### config.mk
export PLATFORM = sky130hd
export DESIGN_NAME = pattern_array_rot
export DESIGN_NICKNAME = d
export VERILOG_FILES = /design/src/rtl/pattern_array_rot.sv
export SDC_FILE = /design/constraint.sdc
export NUM_CORES = 1
export LEC_CHECK = 0
export BUFFER_PORTS_ARGS = -buffer_cell sky130_fd_sc_hd__buf_2
export CORE_MARGIN = 2
export CORE_UTILIZATION = 28
export DETAILED_ROUTE_END_ITERATION = 10
export PLACE_DENSITY_LB_ADDON = 0.05
export SLEW_MARGIN = 10
export SYNTH_ARGS = -nofsm -noshare
export SYNTH_HDL_FRONTEND = slang
export SYNTH_SLANG_ARGS = --single-unit
export TNS_END_PERCENT = 10
### constraint.sdc
create_clock -name clk -period 1.6 [get_ports clk]
set_clock_uncertainty 0.1 [all_clocks]
set_input_delay 0.32 -clock clk [delete_from_list [all_inputs] [get_ports clk]]
set_output_delay 0.32 -clock clk [all_outputs]
set_load 0.01 [all_outputs]
### src/rtl/pattern_array_rot.sv
// Rotating bit-pattern register exposed as a ROWS x COLS array, with load, position counter and wrap pulse.
// Optional PATTERN_ARRAY_INV_EN adds an inv input that inverts the pattern after any rotation.
module pattern_array_rot #(
    parameter int                     ROWS      = 2,
    parameter int                     COLS      = 3,
    parameter logic [ROWS*COLS-1:0]   RESET_PAT = 6'b010011
) (
    input  logic                             clk,
    input  logic                             rst,
    input  logic                             ld,
    input  logic [ROWS*COLS-1:0]             ld_data,
    input  logic                             en,
    input  logic                             dir,
`ifdef PATTERN_ARRAY_INV_EN
    input  logic                             inv,
`endif
    output logic                             dq [ROWS-1:0][COLS:1],
    output logic                             any_o,
    output logic [$clog2(ROWS*COLS+1)-1:0]   cnt,
    output logic                             wrap,
    output logic                             busy
);

    localparam int N  = ROWS * COLS;
    localparam int CW = $clog2(N + 1);

    typedef enum logic {
        IDLE,
        RUN
    } state_t;

    state_t          state_q, state_d;
    logic [N-1:0]    flat_q, flat_d;
    logic [N-1:0]    rot_l, rot_r, rot;
    logic [CW-1:0]   cnt_q, cnt_d;
    logic            wrap_q, wrap_d;
    logic            any_q, any_d;

    // Index arithmetic instead of slices so N=1 degenerates to an identity rotate.
    always_comb begin
        rot_l = '0;
        rot_r = '0;
        for (int i = 0; i < N; i++) begin
            rot_l[i] = flat_q[(i + N - 1) % N];
            rot_r[i] = flat_q[(i + 1) % N];
        end
    end

    always_comb begin
        state_d = state_q;
        flat_d  = flat_q;
        cnt_d   = cnt_q;
        wrap_d  = 1'b0;
        rot     = flat_q;
        if (ld) begin
            flat_d  = ld_data;
            cnt_d   = '0;
            state_d = IDLE;
        end else begin
            if (en) begin
                state_d = RUN;
                if (!dir) begin
                    rot = rot_l;
                    if (cnt_q == CW'(N - 1)) begin
                        cnt_d  = '0;
                        wrap_d = 1'b1;
                    end else begin
                        cnt_d = cnt_q + CW'(1);
                    end
                end else begin
                    rot = rot_r;
                    if (cnt_q == '0) begin
                        cnt_d  = CW'(N - 1);
                        wrap_d = 1'b1;
                    end else begin
                        cnt_d = cnt_q - CW'(1);
                    end
                end
            end else begin
                state_d = IDLE;
            end
            flat_d = rot;
`ifdef PATTERN_ARRAY_INV_EN
            if (inv) begin
                flat_d = ~rot;
            end
`endif
        end
        any_d = |flat_d;
    end

    always_ff @(posedge clk) begin
        if (rst) begin
            state_q <= IDLE;
            flat_q  <= RESET_PAT;
            cnt_q   <= '0;
            wrap_q  <= 1'b0;
            any_q   <= |RESET_PAT;
        end else begin
            state_q <= state_d;
            flat_q  <= flat_d;
            cnt_q   <= cnt_d;
            wrap_q  <= wrap_d;
            any_q   <= any_d;
        end
    end

    always_comb begin
        for (int r = 0; r < ROWS; r++) begin
            for (int c = 1; c <= COLS; c++) begin
                dq[r][c] = flat_q[r * COLS + c - 1];
            end
        end
    end

    assign any_o = any_q;
    assign cnt   = cnt_q;
    assign wrap  = wrap_q;
    assign busy  = (state_q == RUN);

endmodule

==> results.sh, run 1 <==
export IMPL_rsz0062_at_grt="no"
export IMPL_yosys_area_top_type="dfxtp_1"
export IMPL_synth_xor_area_share=0.0141
export IMPL_antenna_left=0
export IMPL_grt_max_degree=11
export IMPL_placed_cells=122
export IMPL_status="complete, no violations"
export IMPL_yosysSeqAreaShare=0.386
export IMPL_slew_viol_final=0
export IMPL_hold_viol=0
export IMPL_vias=611
export IMPL_finalSetupViolations=0
export IMPL_placed_cell_area_um2=796
export IMPL_crit_type="reg2reg"
export IMPL_p_total_mw=0.662
export IMPL_synth_main_ff_cell="dfxtp_1"
export IMPL_cts_buffers=3
export IMPL_clkPwrFrac=0.279
export IMPL_insertion_delay_ns=0.27
export IMPL_synth_adder_area_share=0.0201
export IMPL_synth_compound_area_frac=0.247
export IMPL_p_int_mw=0.476
export IMPL_regToRegSetupSlack_ns=0.13
export IMPL_crit_buf_inv=0
export IMPL_drtPass1Iterations=6
export IMPL_p_switching_mw=0.187
export IMPL_fp_row_count=17
export IMPL_timing_max_cap_violations=0
export IMPL_die_w_um=51.1
export IMPL_ys_ff_latch=12
export IMPL_finalCriticalPeriod_ns=1.47
export IMPL_cp_end_kind="flip-flop"
export IMPL_syn_num_nets=82
export IMPL_synth_area_um2=622
export IMPL_grt_first_pass_wirelength_um=2580
export IMPL_seqPwrFrac=0.498
export IMPL_synthTopCellsByArea="dfxtp_1, nor2_1, mux2i_1"
export IMPL_final_layout_size_suffix_gt1_frac=0.392
export IMPL_power_frac_comb=0.222
export IMPL_netlist_instances=70
export IMPL_utilization=0.383
export IMPL_die_area_um2=2610
export IMPL_initial_utilization=0.289
export IMPL_power_leakage_nw=0.365
export IMPL_worstHoldPathCells=2
export IMPL_dieHeight_um=51.1
export IMPL_n_antenna_cell=0
export IMPL_crit_fanout=2
export IMPL_whs_ns=0.199
export IMPL_crit_path_cell_trace="mux2_4, a221o_1, a2111oi_2, nand4_1"
export IMPL_synth_top_area_frac=0.386
export IMPL_synth_area_mux_share=0.109
export IMPL_instances_no_fill=125
export IMPL_final_area_um2=823
export IMPL_antenna_found_initial=0
export IMPL_slowest_stage="a221o_1"
export IMPL_hp_class="in2reg"
export IMPL_r2r_start="dq[5]"
export IMPL_clkTransAtPathRegs_ns=0.08
export IMPL_clock_path_buffers=2
export IMPL_worst_slew_pin_slew_ns=0.356
export IMPL_cts_hold_buf=0
export IMPL_io_pins=23
export IMPL_synth_top_family_by_area="compound AO/OA/AOI/OAI gates"
export IMPL_overflow=0
export IMPL_via_per_inst=4.89
export IMPL_p_per_area_nw_per_um2=805
export IMPL_avgRoutedWirePerCell_um=12.6
export IMPL_start_kind="flip-flop"
export IMPL_fill_cells=244
export IMPL_synth_distinct_cells=30
export IMPL_place_ws_ns=-0.0938
export IMPL_irDropWorstVdd_mv=0.292
export IMPL_switching_share=0.282
export IMPL_worst_slack_ns=0.126
export IMPL_port_buffer_count=22
export IMPL_wirelength_um=1580
export IMPL_max_freq_ghz=0.678
export IMPL_slew_headroom=0.761
export IMPL_post_synth_top_count_cell="dfxtp_1"
export IMPL_postSynthAreaPerCell_um2=8.88
export IMPL_holdPathEnd="dq[4]"
export IMPL_cp_arrival_ns=1.52
export IMPL_r2r_cells=4
export IMPL_yosysWarningCount=0
export IMPL_drc_errors=0
export IMPL_r2r_end="any_o"
export IMPL_nets=111
export IMPL_place_hpwl_um=1220
export IMPL_grt_use_total=0.134
export IMPL_htreeDepth=1
export IMPL_finalCritPeriodShare=0.921
export IMPL_area_growth_pct=32.4
export IMPL_place_gp_congestion=0.735
export IMPL_max_stage_delay_ns=0.34
export IMPL_tritoncts="yes"
export IMPL_crit_required_ns=1.64
export IMPL_drt_iter0_drc=8
export IMPL_critPathTopFamily="compound AO/OA/AOI/OAI gates"
export IMPL_async_flop_share=0
export IMPL_grt_pass1_vias=585
export IMPL_cts_sinks=12
export IMPL_fin_setup_tns_ns=0
export IMPL_core_area_um2=2150
export IMPL_cts_root_buf="clkbuf_4"
export IMPL_synth_edf_count=0
export IMPL_yosys_top_cells_count="dfxtp_1, nor2_1, a211oi_1, a21oi_1"
export IMPL_min_from="ld_data[4]"
export IMPL_yosys_area_share_simple=0.179
## what timing repair did
action                                  CTS  global route
buffers inserted                          0             0
gates resized for setup                   0             1
endpoints found under the setup margin    0             1
## power by group through the flow
stage	Combinational, mW	Sequential (mW)	Clock, mW
CTS	0.147	0.330	0.195
global route	0.164	0.333	0.207
floorplan	0.0790	0.343	0
global placement	0.146	0.338	0
detailed placement	0.146	0.337	0
finish	0.147	0.330	0.185
## cell families (layout without fill, tap and decap cells)
logic type	after synthesis	in the layout
AO/OA/AOI/OAI	21	21
XOR/XNOR	1	1
adder cells (fa/ha/maj)	1	1
buffers and inverters	7	34
flip-flops	12	12
multiplexers	6	6
AND/OR/NAND/NOR	22	22
## how the worst max path moves through the flow
stage / from / to / cells past startpoint
finish: dq[5] / any_o / 4
global route: dq[5] / any_o / 4
CTS: dq[5] / any_o / 4
detailed placement: dir / any_o / 5
global placement: dir / any_o / 5
floorplan: dq[5] / any_o / 4
## registers in the layout, indices dropped and copies added (netlist names)
register,count
busy,1
cnt,3
wrap,1
any_o,1
dq,6
## layer usage
metal | global-route usage | vias to the layer above | wire [um]
met4 | 0.0676 | 0 | 12
li1 | - | 315 | -
met3 | 0.0292 | 2 | 85
met2 | 0.225 | 15 | 781
met5 | 0 | - | 0
met1 | 0.159 | 279 | 699
## cell type report
type	instances	area (um^2)	share of cell area
flip-flops and latches	12	240	0.292
inverters	3	11.3	0.0137
repair buffers	28	155	0.188
clock buffers	3	22.5	0.0274
multi-input cells	51	359	0.436
well taps	28	35.0	0.0426
## cells in the final DEF (no fill, tap or decap), drive strengths merged, types with 2 or more instances in the layout
master   n
dfxtp   12
mux2     3
and2     3
a21oi    4
nor2     9
buf     28
nor3     2
o21ai    3
or2      2
a221o    2
clkbuf   3
a31oi    2
inv      3
a211oi   4
mux2i    3
Power figures use the tool's default switching activity.
==> inputs of run 2 (changes only) <==
--- a/config.mk
+++ b/config.mk
@@ -10,6 +10,7 @@
 export CORE_UTILIZATION = 28
 export DETAILED_ROUTE_END_ITERATION = 10
 export PLACE_DENSITY_LB_ADDON = 0.05
+export SETUP_SLACK_MARGIN = 0.2
 export SLEW_MARGIN = 10
 export SYNTH_ARGS = -nofsm -noshare
 export SYNTH_HDL_FRONTEND = slang
==> run 2 against run 1 <==
Against the previous run:
- non-clock buffer count down 2
- final cell count down 0.80%
- total power increased by 8.3%
- sequential power is essentially flat
- routed wire length is 0.51% higher
- fmax shrank 0.92%
- hold slack lost 0.0030 ns
- worst setup slack got worse by 0.014 ns
- first-iteration DRC count up 50%
- largest cell class unchanged
==> results.sh, run 2 (synthesized netlist as in run 1, its figures left out) <==
export IMPL_status="complete, no violations"
export IMPL_r2r_cells=4
export IMPL_wirelength_um=1590
export IMPL_tritoncts="yes"
export IMPL_grt_pass1_vias=595
export IMPL_start_kind="flip-flop"
export IMPL_holdPathEnd="dq[4]"
export IMPL_slowest_stage="dfxtp_2"
export IMPL_crit_path_cell_trace="mux2_4, a221o_1, a2111oi_2, nand4_1"
export IMPL_p_int_mw=0.524
export IMPL_p_per_area_nw_per_um2=870
export IMPL_die_w_um=51.1
export IMPL_grt_first_pass_wirelength_um=2610
export IMPL_insertion_delay_ns=0.27
export IMPL_io_pins=23
export IMPL_avgRoutedWirePerCell_um=12.8
export IMPL_nets=109
export IMPL_grt_use_total=0.136
export IMPL_max_stage_delay_ns=0.33
export IMPL_place_hpwl_um=1210
export IMPL_top_layer_used="met4"
export IMPL_cts_root_buf="clkbuf_4"
export IMPL_cts_buffers=3
export IMPL_worst_slew_pin_slew_ns=0.344
export IMPL_final_common_cell="buf_2"
export IMPL_dieHeight_um=51.1
export IMPL_rsz0062_at_grt="yes"
export IMPL_regToRegSetupSlack_ns=0.11
export IMPL_crit_type="reg2reg"
export IMPL_overflow=0
export IMPL_p_total_mw=0.717
export IMPL_finalCritPeriodShare=0.930
export IMPL_final_cell_mix="buf_2, dfxtp_1, nor2_1"
export IMPL_routed_wl_met2_um=789
export IMPL_n_antenna_cell=0
export IMPL_ff_latch_area_um2=243
export IMPL_switching_share=0.269
export IMPL_min_from="ld_data[4]"
export IMPL_wl_met1_um=687
export IMPL_antenna_left=0
export IMPL_worstHoldPathCells=2
export IMPL_power_frac_comb=0.199
export IMPL_placed_cells=119
export IMPL_seqPwrFrac=0.463
export IMPL_fp_row_count=17
export IMPL_clkTransAtPathRegs_ns=0.08
export IMPL_htreeDepth=1
export IMPL_finalSetupViolations=0
export IMPL_finalCriticalPeriod_ns=1.49
export IMPL_cts_sinks=12
export IMPL_place_gp_congestion=0.808
export IMPL_power_leakage_nw=0.363
export IMPL_port_buffer_count=22
export IMPL_drt_iter0_drc=12
export IMPL_grt_max_degree=14
export IMPL_multi_input_area_um2=359
export IMPL_r2r_end="any_o"
export IMPL_p_switching_mw=0.193
export IMPL_clock_path_buffers=2
export IMPL_r2r_start="dq[5]"
export IMPL_instances_no_fill=124
export IMPL_max_freq_ghz=0.672
export IMPL_fill_cells=241
export IMPL_slew_viol_final=0
export IMPL_slew_headroom=0.769
export IMPL_via_per_inst=4.96
export IMPL_largest_reg_flops=6
export IMPL_antenna_found_initial=0
export IMPL_final_layout_size_suffix_gt1_frac=0.406
export IMPL_timing_max_cap_violations=0
export IMPL_core_area_um2=2150
export IMPL_crit_fanout=2
export IMPL_vias=615
export IMPL_clkPwrFrac=0.338
export IMPL_die_area_um2=2610
export IMPL_wl_met3_um=80
export IMPL_hp_class="in2reg"
export IMPL_cp_end_kind="flip-flop"
export IMPL_hold_viol=0
export IMPL_crit_required_ns=1.64
export IMPL_drc_errors=0
export IMPL_irDropWorstVdd_mv=0.403
export IMPL_cp_arrival_ns=1.52
export IMPL_area_growth_pct=32.6
export IMPL_initial_utilization=0.289
export IMPL_drtPass1Iterations=4
[run 2: cell types whose count changed in the layout (fill, tap and decap cells not counted), sizes merged]
cell	before	now
buf	28	26
clkbuf	3	4
[run 2: cell type report]
type	instances	share of cell area
clock buffer	4	0.0440
inverter	3	0.0137
multi-input combinational	51	0.436
sequential	12	0.294
tap	28	0.0425
timing repair buffer	26	0.170
[run 2: power by group through the flow]
stage                     combinational (mW)  sequential (mW)  clock [mW]
final                                  0.143            0.332       0.243
after global routing                   0.160            0.334       0.264
after CTS                              0.144            0.332       0.249
after detailed placement               0.137            0.340           0
after global placement                 0.137            0.340           0
after floorplan                       0.0789            0.343           0
[run 2: per-stage QoR]
step	hold WS, ns	area, um^2	setup WS [ns]	util	setup TNS, ns
4_1_cts	0.190	825	0.118	0.384	0
3_5_place_dp	0.467	774	-0.0516	0.361	-0.0516
3_3_place_gp	0.473	774	-0.0142	0.361	-0.0142
2_1_floorplan	0.339	623	0.150	-	0
6_report	0.196	825	0.112	0.384	0
5_1_grt	0.190	825	0.0688	0.384	0
[run 2: critical path: cells and delay by family, from the launching register on]
family	cells	cell delay (ns)
AOI/OAI and AO/OA	2	0.53
and+or+nand+nor	1	0.13
DFF	1	0.33
muxes	1	0.26
[run 2: worst max-delay path by stage]
stage | to | from
2_1_floorplan | any_o | dir
3_3_place_gp | any_o | dir
3_5_place_dp | any_o | dir
4_1_cts | any_o | dq[5]
5_1_grt | any_o | dq[5]
6_report | any_o | dq[5]
[run 2: metal layers]
layer  vias to the layer above  GRT usage
met5                         -          0
met4                         0     0.0676
met3                         4     0.0263
met2                        20      0.242
met1                       282      0.154
li1                        309          -
[run 2: repair_timing]
| action | CTS | global route |
|---|---|---|
| resized for setup | 2 | 0 |
| buffers inserted | 1 | 0 |
| hold buffers | 0 | 0 |
| pin swaps | 2 | 1 |
| endpoints found under the setup margin | 3 | 4 |
==> inputs of run 3 (changes only) <==
--- a/config.mk
+++ b/config.mk
@@ -8,9 +8,11 @@
 export BUFFER_PORTS_ARGS = -buffer_cell sky130_fd_sc_hd__buf_2
 export CORE_MARGIN = 2
 export CORE_UTILIZATION = 28
+export CTS_BUF_LIST = sky130_fd_sc_hd__clkbuf_16
 export DETAILED_ROUTE_END_ITERATION = 10
 export PLACE_DENSITY_LB_ADDON = 0.05
 export SETUP_SLACK_MARGIN = 0.2
+export SKIP_CTS_REPAIR_TIMING = 1
 export SLEW_MARGIN = 10
 export SYNTH_ARGS = -nofsm -noshare
 export SYNTH_HDL_FRONTEND = slang
==> run 3 against run 2 <==
Against the previous run:
- clock power rose by 86%
- core utilization rose by 1.3 points
- fmax fell by 1.7%
- critical path type unchanged
- count of clock-buffer cells in the layout fell by 1
- routed wire length fell by 1.1%
- total power rose by 29%
- highest routed layer unchanged
- combinational power fell by 5%
- first-iteration DRC count fell by 67%
- final area rose by 3.5%
- die area did not move
==> results.sh, run 3 (synthesized netlist as in run 1, its figures left out) <==
export IMPL_final_cell_mix="buf_2, dfxtp_1, nor2_1"
export IMPL_clock_path_buffers=2
export IMPL_avgRoutedWirePerCell_um=12.7
export IMPL_cp_end_kind="flip-flop"
export IMPL_grt_pass1_vias=603
export IMPL_timing_max_cap_violations=0
export IMPL_finalCritPeriodShare=0.946
export IMPL_multi_input_area_um2=354
export IMPL_n_antenna_cell=0
export IMPL_grt_use_total=0.137
export IMPL_final_layout_size_suffix_gt1_frac=0.368
export IMPL_worst_slack_ns=0.0866
export IMPL_largest_reg_flops=6
export IMPL_crit_fanout=4
export IMPL_antenna_left=0
export IMPL_place_gp_congestion=0.808
export IMPL_cts_sinks=12
export IMPL_crit_type="reg2reg"
export IMPL_fill_cells=235
export IMPL_area_growth_pct=37.2
export IMPL_slew_headroom=0.770
export IMPL_nets=108
export IMPL_place_ws_ns=-0.0516
export IMPL_hold_viol=0
export IMPL_initial_utilization=0.289
export IMPL_ff_latch_area_um2=241
export IMPL_utilization=0.397
export IMPL_wirelength_um=1570
export IMPL_port_buffer_count=22
export IMPL_whs_ns=0.238
export IMPL_max_freq_ghz=0.661
export IMPL_via_per_inst=4.92
export IMPL_worst_slew_pin_slew_ns=0.344
export IMPL_start_kind="flip-flop"
export IMPL_overflow=0
export IMPL_place_hpwl_um=1210
export IMPL_worstHoldPathCells=2
export IMPL_cp_arrival_ns=1.51
export IMPL_rsz0062_at_grt="yes"
export IMPL_antenna_found_initial=0
export IMPL_slowest_stage="a221o_1"
export IMPL_grt_max_degree=14
export IMPL_drtPass1Iterations=4
export IMPL_cts_buffers=3
export IMPL_drt_iter0_drc=4
export IMPL_crit_required_ns=1.60
export IMPL_vias=605
export IMPL_clkTransAtPathRegs_ns=0.04
export IMPL_hp_class="in2reg"
export IMPL_r2r_cells=4
export IMPL_grt_first_pass_wirelength_um=2590
export IMPL_insertion_delay_ns=0.24
export IMPL_fin_setup_tns_ns=0
export IMPL_htreeDepth=1
export IMPL_final_common_cell="buf_2"
export IMPL_power_leakage_nw=0.374
export IMPL_fp_row_count=17
export IMPL_io_pins=23
export IMPL_die_area_um2=2610
export IMPL_cts_root_buf="clkbuf_16"
export IMPL_tritoncts="yes"
export IMPL_crit_path_cell_trace="mux2_4, a221o_1, a2111oi_2, nand4_1"
export IMPL_dieHeight_um=51.1
export IMPL_finalSetupViolations=0
export IMPL_die_w_um=51.1
export IMPL_core_area_um2=2150
export IMPL_finalCriticalPeriod_ns=1.51
export IMPL_status="complete, no violations"
export IMPL_slew_viol_final=0
export IMPL_irDropWorstVdd_mv=0.386
export IMPL_drc_errors=0
export IMPL_p_per_area_nw_per_um2=1080
export IMPL_max_stage_delay_ns=0.35
-- run 3: cell count changes in the layout (fill, tap and decap cells not counted), sizes merged --
cell | previous run | this run
buf | 26 | 25
clkbuf | 4 | 3
clkinv | 0 | 1
-- run 3: metrics by stage --
stage	std cells	total power [mW]	instance area, um^2
final	123	0.923	853
after CTS	123	0.937	853
after global placement	119	0.477	774
after detailed placement	119	0.477	774
after floorplan	70	0.422	623
after global routing	123	0.969	853
-- run 3: layout make-up --
class                   instances  share of cell area
repair buffers                 25               0.155
clock buffers                   3              0.0880
inverters                       3              0.0132
flip-flops and latches         12               0.283
well taps                      28              0.0411
clock inverters                 1             0.00440
multi-input cells              51               0.415
-- run 3: report_power, final --
group / switching (mW) / internal [mW] / leakage, nW
sequential: 0.0172 / 0.317 / 0.0992
clock: 0.124 / 0.328 / 0.0385
combinational: 0.0691 / 0.0669 / 0.236
-- run 3: critical path, delay by kind of cell, from the launching register on --
| family | cells | cell delay, ns |
|---|---|---|
| simple gates | 1 | 0.12 |
| flops | 1 | 0.33 |
| compound gates | 2 | 0.56 |
| mux | 1 | 0.27 |
-- run 3: worst paths after layout --
kind,start,end,slack (ns)
max reg2reg,dq[5],any_o,0.09
max,dq[5],any_o,0.09
min reg2reg,cnt[1],wrap,0.48
min,ld_data[4],dq[4],0.24
-- run 3: per-layer routing --
metal,wire length [um],track usage,vias up
met4,27,0.0811,0
met1,674,0.154,275
met2,788,0.238,18
met3,78,0.0263,4
li1,-,-,308
met5,0,0,-
